==> src/rtl/music_player_ctrl.sv <==
// Score-ROM sequencer for the buzzer: steps one ROM entry per beat and decodes score words into octave/note.
// Optional MUSIC_TEMPO_SEL_EN adds a 2-bit tempo_i input that selects the beat length per entry.
module music_player_ctrl #(
    parameter int unsigned ROM_WIDTH   = 12,
    parameter int unsigned ADDR_WIDTH  = 7,
    parameter int unsigned SONG_LEN    = 128,
    parameter int unsigned BEAT_CYCLES = 25_000_000
) (
    input  logic                  clk_i,
    input  logic                  rst_i,
    input  logic                  play_i,
    input  logic                  pause_i,
    input  logic                  stop_i,
    input  logic                  loop_en_i,
`ifdef MUSIC_TEMPO_SEL_EN
    input  logic [1:0]            tempo_i,
`endif
    output logic [ADDR_WIDTH-1:0] rom_addr_o,
    input  logic [ROM_WIDTH-1:0]  rom_data_i,
    output logic                  note_valid_o,
    output logic [1:0]            octave_o,
    output logic [3:0]            note_o,
    output logic                  busy_o,
    output logic                  done_o
);

    localparam logic [1:0] S_IDLE  = 2'd0;
    localparam logic [1:0] S_PLAY  = 2'd1;
    localparam logic [1:0] S_PAUSE = 2'd2;

`ifdef MUSIC_TEMPO_SEL_EN
    localparam int unsigned CNT_W = $clog2(2 * BEAT_CYCLES);
`else
    localparam int unsigned CNT_W = $clog2(BEAT_CYCLES);
`endif
    localparam logic [CNT_W-1:0]      BEAT_LAST = CNT_W'(BEAT_CYCLES - 1);
    localparam logic [ADDR_WIDTH-1:0] LAST_ADDR = ADDR_WIDTH'(SONG_LEN - 1);

    logic [1:0]            state_q, state_d;
    logic [ADDR_WIDTH-1:0] addr_q, addr_d;
    logic [CNT_W-1:0]      beat_q, beat_d;
    logic [CNT_W-1:0]      beat_last_q, beat_last_d;
    logic [CNT_W-1:0]      beat_sel_c;
    logic                  beat_start_c;
    logic                  done_d;
    logic [1:0]            octave_d;
    logic [3:0]            note_d;

    // Terminal count for the entry about to start; latched at each beat start.
`ifdef MUSIC_TEMPO_SEL_EN
    always_comb begin
        case (tempo_i)
            2'd1:    beat_sel_c = CNT_W'(BEAT_CYCLES / 2 - 1);
            2'd2:    beat_sel_c = CNT_W'(2 * BEAT_CYCLES - 1);
            default: beat_sel_c = BEAT_LAST;
        endcase
    end
`else
    assign beat_sel_c = BEAT_LAST;
`endif

    always_comb begin
        state_d      = state_q;
        addr_d       = addr_q;
        beat_d       = beat_q;
        done_d       = 1'b0;
        beat_start_c = 1'b0;
        case (state_q)
            S_IDLE: begin
                if (play_i) begin
                    state_d      = S_PLAY;
                    addr_d       = '0;
                    beat_d       = '0;
                    beat_start_c = 1'b1;
                end
            end
            S_PLAY: begin
                if (stop_i) begin
                    state_d = S_IDLE;
                    addr_d  = '0;
                    beat_d  = '0;
                end else if (pause_i) begin
                    state_d = S_PAUSE;
                end else if (beat_q == beat_last_q) begin
                    beat_d = '0;
                    if (addr_q != LAST_ADDR) begin
                        addr_d       = addr_q + ADDR_WIDTH'(1);
                        beat_start_c = 1'b1;
                    end else if (loop_en_i) begin
                        addr_d       = '0;
                        beat_start_c = 1'b1;
                    end else begin
                        state_d = S_IDLE;
                        addr_d  = '0;
                        done_d  = 1'b1;
                    end
                end else begin
                    beat_d = beat_q + CNT_W'(1);
                end
            end
            S_PAUSE: begin
                if (stop_i) begin
                    state_d = S_IDLE;
                    addr_d  = '0;
                    beat_d  = '0;
                end else if (play_i) begin
                    state_d = S_PLAY;
                end
            end
            default: begin
                state_d = S_IDLE;
                addr_d  = '0;
                beat_d  = '0;
            end
        endcase
    end

    assign beat_last_d = beat_start_c ? beat_sel_c : beat_last_q;

    // First nonzero field wins (high > med > low); a value above 7 is a rest.
    always_comb begin
        octave_d = 2'd0;
        note_d   = 4'd0;
        if (state_q == S_PLAY) begin
            if (rom_data_i[11:8] != 4'd0) begin
                if (rom_data_i[11:8] <= 4'd7) begin
                    octave_d = 2'd3;
                    note_d   = rom_data_i[11:8];
                end
            end else if (rom_data_i[7:4] != 4'd0) begin
                if (rom_data_i[7:4] <= 4'd7) begin
                    octave_d = 2'd2;
                    note_d   = rom_data_i[7:4];
                end
            end else if (rom_data_i[3:0] != 4'd0) begin
                if (rom_data_i[3:0] <= 4'd7) begin
                    octave_d = 2'd1;
                    note_d   = rom_data_i[3:0];
                end
            end
        end
    end

    always_ff @(posedge clk_i) begin
        if (rst_i) begin
            state_q      <= S_IDLE;
            addr_q       <= '0;
            beat_q       <= '0;
            beat_last_q  <= BEAT_LAST;
            busy_o       <= 1'b0;
            done_o       <= 1'b0;
            octave_o     <= 2'd0;
            note_o       <= 4'd0;
            note_valid_o <= 1'b0;
        end else begin
            state_q      <= state_d;
            addr_q       <= addr_d;
            beat_q       <= beat_d;
            beat_last_q  <= beat_last_d;
            busy_o       <= (state_d != S_IDLE);
            done_o       <= done_d;
            octave_o     <= octave_d;
            note_o       <= note_d;
            note_valid_o <= (octave_d != 2'd0);
        end
    end

    assign rom_addr_o = addr_q;

endmodule

==> config.mk <==
export PLATFORM = sky130hd
export DESIGN_NAME = music_player_ctrl
export DESIGN_NICKNAME = d
export VERILOG_FILES = /design/src/rtl/music_player_ctrl.sv
export SDC_FILE = /design/constraint.sdc
export NUM_CORES = 1
export LEC_CHECK = 0
export ABC_AREA = 1
export BUFFER_PORTS_ARGS = -buffer_cell sky130_fd_sc_hd__buf_2
export CORE_ASPECT_RATIO = 1.25
export CORE_UTILIZATION = 25
export CTS_CLUSTER_DIAMETER = 50
export DETAILED_ROUTE_END_ITERATION = 6
export PLACE_DENSITY_LB_ADDON = 0.25
export SYNTH_ARGS = -nofsm -noshare
export SYNTH_HDL_FRONTEND = slang
export SYNTH_SLANG_ARGS = --single-unit
export TNS_END_PERCENT = 10
==> constraint.sdc <==
create_clock -name clk_i -period 1.7 [get_ports clk_i]
set_input_delay 0.17 -clock clk_i [delete_from_list [all_inputs] [get_ports clk_i]]
set_output_delay 0.17 -clock clk_i [all_outputs]
set_load 0.02 [all_outputs]
==> results of run 1 <==
## area by class of cell
class	count	area [sq um]	share of cell area, %
inverters	53	201.4	6.596
clock buffers	5	125.1	4.097
repair buffers	49	285.3	9.340
clock inverters	3	20.02	0.6555
multi-input cells	269	1401	45.88
well taps	126	157.7	5.162
flip-flops and latches	43	863.3	28.27
## critical path, cell delays in order, from the launching register on
cell,delay [ns]
dfxtp_2,0.35
ha_2,0.21
nand3_4,0.12
inv_1,0.08
nand2_1,0.05
nor2_2,0.13
nand2_2,0.09
nand2_4,0.07
nand2_4,0.06
buf_4,0.18
nand3_1,0.09
o21ai_2,0.05
## per-layer routing
metal | wire length, um | vias up | part of all wire (%)
met5 | 0 | - | 0
met4 | 137 | 0 | 2.2
met3 | 238 | 8 | 3.8
met2 | 3153 | 51 | 51
met1 | 2678 | 1107 | 43
li1 | - | 1278 | -
## synth_stat cells
cell      number  area (sq um)
nand2_1       79         296.5
nor2_1        60         225.2
inv_1         51         191.4
dfxtp_1       43         860.8
nand3_1       43         215.2
a21oi_1       11         55.05
nor3_1        10         50.05
nand4_1        9         56.30
nor2_2         7         43.79
xor2_1         7         61.31
nand2_4        6         67.56
a21oi_2        4         35.03
o21ai_0        4         20.02
xnor2_1        4         35.03
nor2_4         3         33.78
nor3_2         3         30.03
o22ai_1        3         18.77
a31oi_1        2         12.51
buf_4          2         15.01
buf_6          2         22.52
ha_1           2         25.02
nand2_2        2         12.51
o21bai_1       2         15.01
a211oi_1       1         7.510
buf_12         1         20.02
clkbuf_1       1         3.750
conb_1         1         3.750
inv_2          1         3.750
inv_4          1         6.260
nand3_2        1         10.01
nand3_4        1         17.52
nand3b_1       1         7.510
o21ai_2        1         8.760
o31ai_1        1         7.510
or2_1          1         6.260
## sequential cells by signal, summed over array words and instances (netlist names)
name and cells:
beat_q 25, rom_addr_o 7, note_o 4, octave_o 2
state_q 2, busy_o 1, done_o 1, note_valid_o 1
## worst paths after layout
kind / end / slack (ns) / cells after the start
worst min-delay path: note_o[1]$_SDFF_PP0_ / 0.11 / 3
worst max register to register: rom_addr_o[5]$_SDFFE_PP0P_ / 0.11 / 11
worst min register to register: beat_q[24]$_SDFFE_PP0P_ / 0.47 / 2
worst max-delay path: rom_addr_o[5]$_SDFFE_PP0P_ / 0.11 / 11
## logic make-up (layout without fill, tap and decap cells)
| logic type | Yosys count | after routing | share of synthesized area, % |
|---|---|---|---|
| DFF | 43 | 43 | 34.42 |
| adders and majority gates | 2 | 2 | 1.000 |
| xor gates and xnor gates | 11 | 11 | 3.852 |
| buffers and inverters | 59 | 110 | 10.50 |
| other | 1 | 1 | 0.1499 |
| and+or+nand+nor | 226 | 226 | 42.87 |
| AOI/OAI and AO/OA | 29 | 29 | 7.203 |
## placed cells by master (no fill, tap or decap), drive strengths merged
| cell | n |
|---|---|
| ha | 2 |
| o31ai | 1 |
| xnor2 | 4 |
| dfxtp | 43 |
| nor2 | 70 |
| clkinvlp | 2 |
| or2 | 1 |
| a31oi | 2 |
| o22ai | 3 |
| inv | 53 |
| nand4 | 9 |
| clkinv | 1 |
| a211oi | 1 |
| conb | 1 |
| xor2 | 7 |
| o21ai | 5 |
| buf | 49 |
| nand3b | 1 |
| nor3 | 13 |
| nand3 | 45 |
| clkbuf | 5 |
| o21bai | 2 |
| nand2 | 87 |
| a21oi | 15 |
## power groups by stage
stage	registers (mW)	clock network, mW	logic [mW]
final	1.03	0.946	0.211
after global routing	1.03	1.03	0.234
after CTS	1.03	0.970	0.209
after detailed placement	1.05	0	0.207
after global placement	1.05	0	0.206
after floorplan	1.07	0	0.137
==> results.cfg, run 1 <==
[outcome]
outcome = finished, final reports clean

[floorplan]
dieWidth_um = 91.47
dieArea_sq_um = 10410
fp.dieH_um = 113.8
core_area_sq_um = 9659
io_pins = 34
start_util_pct = 25.89
rows = 40

[global_route]
met3_usage_pct = 2.400
grt_pass1_vias = 2343
grt_max_degree = 22
grt_use_met1_pct = 14.43
gr-usage-all-layers_pct = 12.71
antenna_found_initial = 0
grt.overflow.total = 0
grt_most_used_layer = met2
grt_use_met2_pct = 22.96
grt_pass1_wl_um = 10520

[detailed_routing]
antenna_left = 0
drc_errors = 0
dr.pass1.iters = 4
drt-initial-drc-count = 116
vias = 2444
drt_wl_total_um = 6207
wl_per_cell_um = 11.33
viasPerCell = 4.460

[flow_run]
cap_violations = 0

[clock_tree]
ctsResizeCount = 1
post_cts_buffers = 0
ctsLongestPathBuffers = 2
cts-hold-fix-buffers = 0
cts_root_buf = clkbuf_16
numCtsBuffers = 5
cts.sinks = 43
tritoncts = done
clock_latency_ns = 0.29
cts_max_level = 2
path_clk_slew_ns = 0.06

[logic_synthesis]
syn_area_per_cell_sq_um = 6.742
syn-instance-count = 371
synth-seq-cells = 43
synth_cell_types = 35
synthesis.nets = 391
yosysSeqAreaShare_pct = 34.42
netlist_area_sq_um = 2501
ys_warn_count = 0

[power_and_ir_drop]
power.share.clock_pct = 43.2
intPower_mw = 1.634
total_power_mw = 2.188
sequentialPowerShare_pct = 47.1
p_sw_mw = 0.5545
p_sw_share_pct = 25.34
leakage_nw = 1.244
pwr-share-comb_pct = 9.6
p_per_area_nw_per_um2 = 716.4
vdd_drop_max_uv = 454.0

[place]
dp_slack_ns = 0.004489
routabilityCongestion = 0.9110
dpl-instance-area_sq_um = 2883
port_buffers = 33
dp_cells = 540
dp_hpwl_um = 4886

[critical_path]
cp.required_ns = 1.89
path_max_fanout = 11
start_kind = register
worstPathArrival_ns = 1.77
worst-setup-path-type = register to register
cp-end-kind = register
crit_start = beat_q[0]$_SDFFE_PP0P_
r2r-start = beat_q[0]$_SDFFE_PP0P_

[timing]
hold_ws_ns = 0.1083
final.setup.tns_ns = 0
post-route-min-period_ns = 1.587
rsz0062_at_grt = no
skew_ns = 0.005096
setup_slack_ns = 0.1131
finalHoldViolations = 0
final_max_slew_viol_count = 0
setup_viol = 0
period_share_pct = 93.35
max_freq_mhz = 630.2

[layout]
final_nets = 441
layout-drive-gt1-share_pct = 22.04
finalNonFillerCells = 548
antenna_cells = 0
fillers = 1068
final_design_area_no_fill_sq_um = 3054
syn_to_final_growth_pct = 22.11
post-route-util_pct = 31.62

[hold_path]
min_from = rom_data_i[9]
min_path_type = input pin to register
No activity file was read; power rests on OpenSTA's default activity.
==> inputs of run 2 (changes only) <==
Settings changed: BUFFER_PORTS_ARGS -buffer_cell sky130_fd_sc_hd__buf_2 to -buffer_cell sky130_fd_sc_hd__buf_4.
==> run 2 against run 1 <==
Core utilization grew 1.0 points. Sequential share of layout area fell by 0.78 points. Maximum frequency is 1.7% higher. Routed wire length up 2.4%. Combinational power increased by 10%. Critical path depth unchanged. First-iteration DRC count shrank 9.5%. Critical path type unchanged.
==> results.cfg, run 2 (synthesis gave the netlist of run 1 again) <==
[clock_tree]
path_clk_slew_ns = 0.06
clock_latency_ns = 0.29
cts_max_level = 2
cts_root_buf = clkbuf_16
post_cts_buffers = 0
tritoncts = done
ctsResizeCount = 0
cts-hold-fix-buffers = 0
ctsLongestPathBuffers = 2
cts.sinks = 43
numCtsBuffers = 5

[detailed_routing]
antenna_left = 0
wl_per_cell_um = 11.60
dr.pass1.iters = 4
vias = 2422
drc_errors = 0
drt-initial-drc-count = 105
drt_wl_total_um = 6357
viasPerCell = 4.420

[global_route]
grt_max_degree = 22
grt_use_met1_pct = 13.78
grt_pass1_wl_um = 10240
antenna_found_initial = 0
met3_usage_pct = 2.533
grt.overflow.total = 0
gr-usage-all-layers_pct = 12.66
grt_pass1_vias = 2253
grt_most_used_layer = met2
grt_use_met2_pct = 23.61

[critical_path]
crit_start = beat_q[0]$_SDFFE_PP0P_
worstPathArrival_ns = 1.75
path_max_fanout = 11
cp-end-kind = register
start_kind = register
worst-setup-path-type = register to register
cp.required_ns = 1.89
r2r-start = beat_q[0]$_SDFFE_PP0P_

[layout]
final_common_cell = nand2_1
regMostFlops = beat_q
layout_common_cells = nand2_1, nor2_1, inv_1
layout-drive-gt1-share_pct = 21.80
antenna_cells = 0
syn_to_final_growth_pct = 25.96
final_design_area_no_fill_sq_um = 3151
final_nets = 441
largest_register_ffs = 25

[power_and_ir_drop]
p_sw_share_pct = 25.34
p_per_area_nw_per_um2 = 702.5
leakage_nw = 1.260
sequentialPowerShare_pct = 46.7
pwr-share-comb_pct = 10.5
p_sw_mw = 0.5608
vdd_drop_max_uv = 512.9
total_power_mw = 2.213
intPower_mw = 1.653
power.share.clock_pct = 42.8

[floorplan]
fp.dieH_um = 113.8
dieWidth_um = 91.47
dieArea_sq_um = 10410
rows = 40
core_area_sq_um = 9659
start_util_pct = 25.89
io_pins = 34

[timing]
final_max_slew_viol_count = 0
skew_ns = 0.002356
finalHoldViolations = 0
max_freq_mhz = 640.6
post-route-min-period_ns = 1.561
final.setup.tns_ns = 0
rsz0062_at_grt = no
setup_viol = 0
period_share_pct = 91.82

[flow_run]
cap_violations = 0

[place]
routabilityCongestion = 0.8589
dp_hpwl_um = 4857
port_buffers = 33
dpl-instance-area_sq_um = 2965

[hold_path]
min_from = pause_i
min_path_type = input pin to register

[outcome]
outcome = finished, final reports clean
## run 2: worst max-delay path, cell delays in order, from the launching register on
cell and delay (ns):
dfxtp_4 0.37, ha_4 0.15, nand3_4 0.11, inv_1 0.08, nand2_1 0.05, nor2_2 0.13
nand2_2 0.08, nand2_4 0.08, nand2_4 0.06, buf_4 0.19, nand3_1 0.09, o21ai_2 0.06
## run 2: final cells by class
| class | count | area (sq um) |
|---|---|---|
| flip-flops and latches | 43 | 865.8 |
| multi-input cells | 269 | 1413 |
| clock buffers | 5 | 125.1 |
| well taps | 126 | 157.7 |
| inverters | 53 | 201.4 |
| clock inverters | 3 | 20.02 |
| fillers | 1072 | 6509 |
| repair buffers | 49 | 367.9 |
## run 2: power groups by stage
stage	Clock [mW]	Sequential, mW	Combinational, mW
6_report	0.946	1.03	0.233
5_1_grt	1.03	1.03	0.255
3_3_place_gp	0	1.05	0.223
4_1_cts	0.980	1.03	0.226
3_5_place_dp	0	1.05	0.224
2_1_floorplan	0	1.07	0.137
## run 2: path summary, 6_finish.rpt
check / end / slack [ns] / depth (start not counted)
worst max-delay path: rom_addr_o[5]$_SDFFE_PP0P_ / 0.14 / 11
worst max register to register: rom_addr_o[5]$_SDFFE_PP0P_ / 0.14 / 11
worst min register to register: beat_q[24]$_SDFFE_PP0P_ / 0.48 / 2
worst min-delay path: done_o$_SDFF_PP0_ / 0.09 / 2
## run 2: stage by stage
step	setup WS (ns)	instances	hold slack, ns	util [%]
after floorplan	0.1909	371	0.2472	-
after global placement	0.08419	540	0.3927	30.70
after detailed placement	0.04011	540	0.3893	30.70
after CTS	0.008362	548	0.08423	32.20
after global routing	0.002242	548	0.09885	32.62
final	0.1390	548	0.09053	32.62
## run 2: routing by layer
| layer | wire length (um) | vias to the layer above |
|---|---|---|
| met1 | 2697 | 1086 |
| met3 | 219 | 9 |
| met4 | 125 | 0 |
| met5 | 0 | - |
| li1 | - | 1278 |
| met2 | 3315 | 49 |
==> inputs of run 3 (changes only) <==
Settings changed: CORE_UTILIZATION 25 to 57.
==> run 3 against run 2 <==
First-iteration DRC count is 39% higher. Largest cell class unchanged. Clock skew up 0.0071 ns. Worst hold slack worse by 0.014 ns. Non-clock buffer count decreased by 5. Critical path depth down 3. Combinational power shrank 5%. Routed wire length down 5.4%. Core utilization is 40 points higher. Count of clock-buffer cells in the layout is the same. Sequential cell count unchanged. Sequential share of layout area increased by 1.4 points.
==> results.cfg, run 3 (synthesis gave the netlist of run 1 again) <==
[outcome]
outcome = finished, final reports clean

[critical_path]
start_kind = register
cp-end-kind = register
path_max_fanout = 6
crit_buf_inv = 0
critPathSlowestCell = dfxtp_1
slowest_delay_ns = 0.44
worst-setup-path-type = register to register
cp.required_ns = 1.88
cpMostUsedCell = nand2_1
crit_start = rom_addr_o[0]$_SDFFE_PP0P_
path_delay_family = simple AND/OR/NAND/NOR gates
worstPathArrival_ns = 1.78
worstPathCellList = ha_1 -> nand2_1 -> nor2_1 -> nand2_1 -> nor2_1 -> nand3_1 -> nand2_1 -> a31oi_1
r2r-start = rom_addr_o[0]$_SDFFE_PP0P_

[layout]
layout_common_cells = nand2_1, nor2_1, inv_1
finalNonFillerCells = 473
largest_register_ffs = 25
regMostFlops = beat_q
final_design_area_no_fill_sq_um = 2989
fillers = 344
antenna_cells = 0
final_common_cell = nand2_1
final_nets = 436
layout-drive-gt1-share_pct = 20.62
post-route-util_pct = 72.35
syn_to_final_growth_pct = 19.51

[clock_tree]
clock_latency_ns = 0.31
cts_max_level = 2
path_clk_slew_ns = 0.09
cts-hold-fix-buffers = 0
ctsLongestPathBuffers = 2
tritoncts = done
cts.sinks = 43
numCtsBuffers = 5
cts_root_buf = clkbuf_8

[detailed_routing]
drt-initial-drc-count = 146
drc_errors = 0
antenna_left = 0
wl_per_cell_um = 12.71
viasPerCell = 5.330
dr.pass1.iters = 5
drt_wl_total_um = 6013
vias = 2521

[place]
port_buffers = 33
dp_hpwl_um = 4511
dp_cells = 465
routabilityCongestion = 0.9385
dpl-instance-area_sq_um = 2840
dp_slack_ns = 0.04562

[timing]
finalHoldViolations = 0
period_share_pct = 94.28
max_freq_mhz = 623.9
hold_ws_ns = 0.07627
setup_viol = 0
final_max_slew_viol_count = 0
setup_slack_ns = 0.09721
final.setup.tns_ns = 0
skew_ns = 0.009408
rsz0062_at_grt = no
post-route-min-period_ns = 1.603

[hold_path]
min_from = pause_i
min_path_type = input pin to register

[global_route]
grt_use_met1_pct = 33.66
grt_pass1_vias = 2397
gr-usage-all-layers_pct = 28.62
grt_max_degree = 22
met3_usage_pct = 6.112
grt_pass1_wl_um = 10290
grt_use_met2_pct = 48.26
grt.overflow.total = 0
grt_most_used_layer = met2
antenna_found_initial = 0

[power_and_ir_drop]
p_per_area_nw_per_um2 = 693.4
total_power_mw = 2.073
leakage_nw = 1.225
vdd_drop_max_uv = 639.3

[floorplan]
dieArea_sq_um = 4659
fp.dieH_um = 76.06
io_pins = 34
start_util_pct = 60.54
rows = 26
core_area_sq_um = 4131
dieWidth_um = 61.25

[flow_run]
cap_violations = 0
## run 3: final timing paths
| check | to | slack [ns] | cells past startpoint |
|---|---|---|---|
| hold reg to reg | beat_q[24]$_SDFFE_PP0P_ | 0.48 | 2 |
| hold / removal | done_o$_SDFF_PP0_ | 0.08 | 2 |
| setup / recovery | busy_o$_SDFF_PP0_ | 0.1 | 8 |
| setup reg to reg | busy_o$_SDFF_PP0_ | 0.1 | 8 |
## run 3: timing repair
action,4_1_cts,5_1_grt
setup endpoints to repair,0,32
resized for setup,0,8
buffers inserted,0,0
## run 3: report_power, final
part           leakage, nW  total [mW]  internal [mW]  switching, mW
logic                0.819       0.221         0.0838          0.138
clock network       0.0581       0.815          0.438          0.378
registers            0.349        1.04           1.02         0.0139
## run 3: cell type report
| class | count | area, sq um | area share [%] |
|---|---|---|---|
| clock buffer | 5 | 68.82 | 2.302 |
| clock inverter | 3 | 43.79 | 1.465 |
| inverter | 53 | 201.4 | 6.739 |
| multi-input combinational | 269 | 1411 | 47.22 |
| sequential | 43 | 863.3 | 28.88 |
| tap | 56 | 70.07 | 2.344 |
| timing repair buffer | 44 | 330.3 | 11.05 |
## run 3: metal layers
metal  part of all wire (%)  wire (um)  vias to the layer above
li1                       -          -                     1267
met5                      0          0                        -
met3                    5.6        334                       20
met2                     51       3075                       91
met1                     40       2426                     1143
met4                    2.9        176                        0
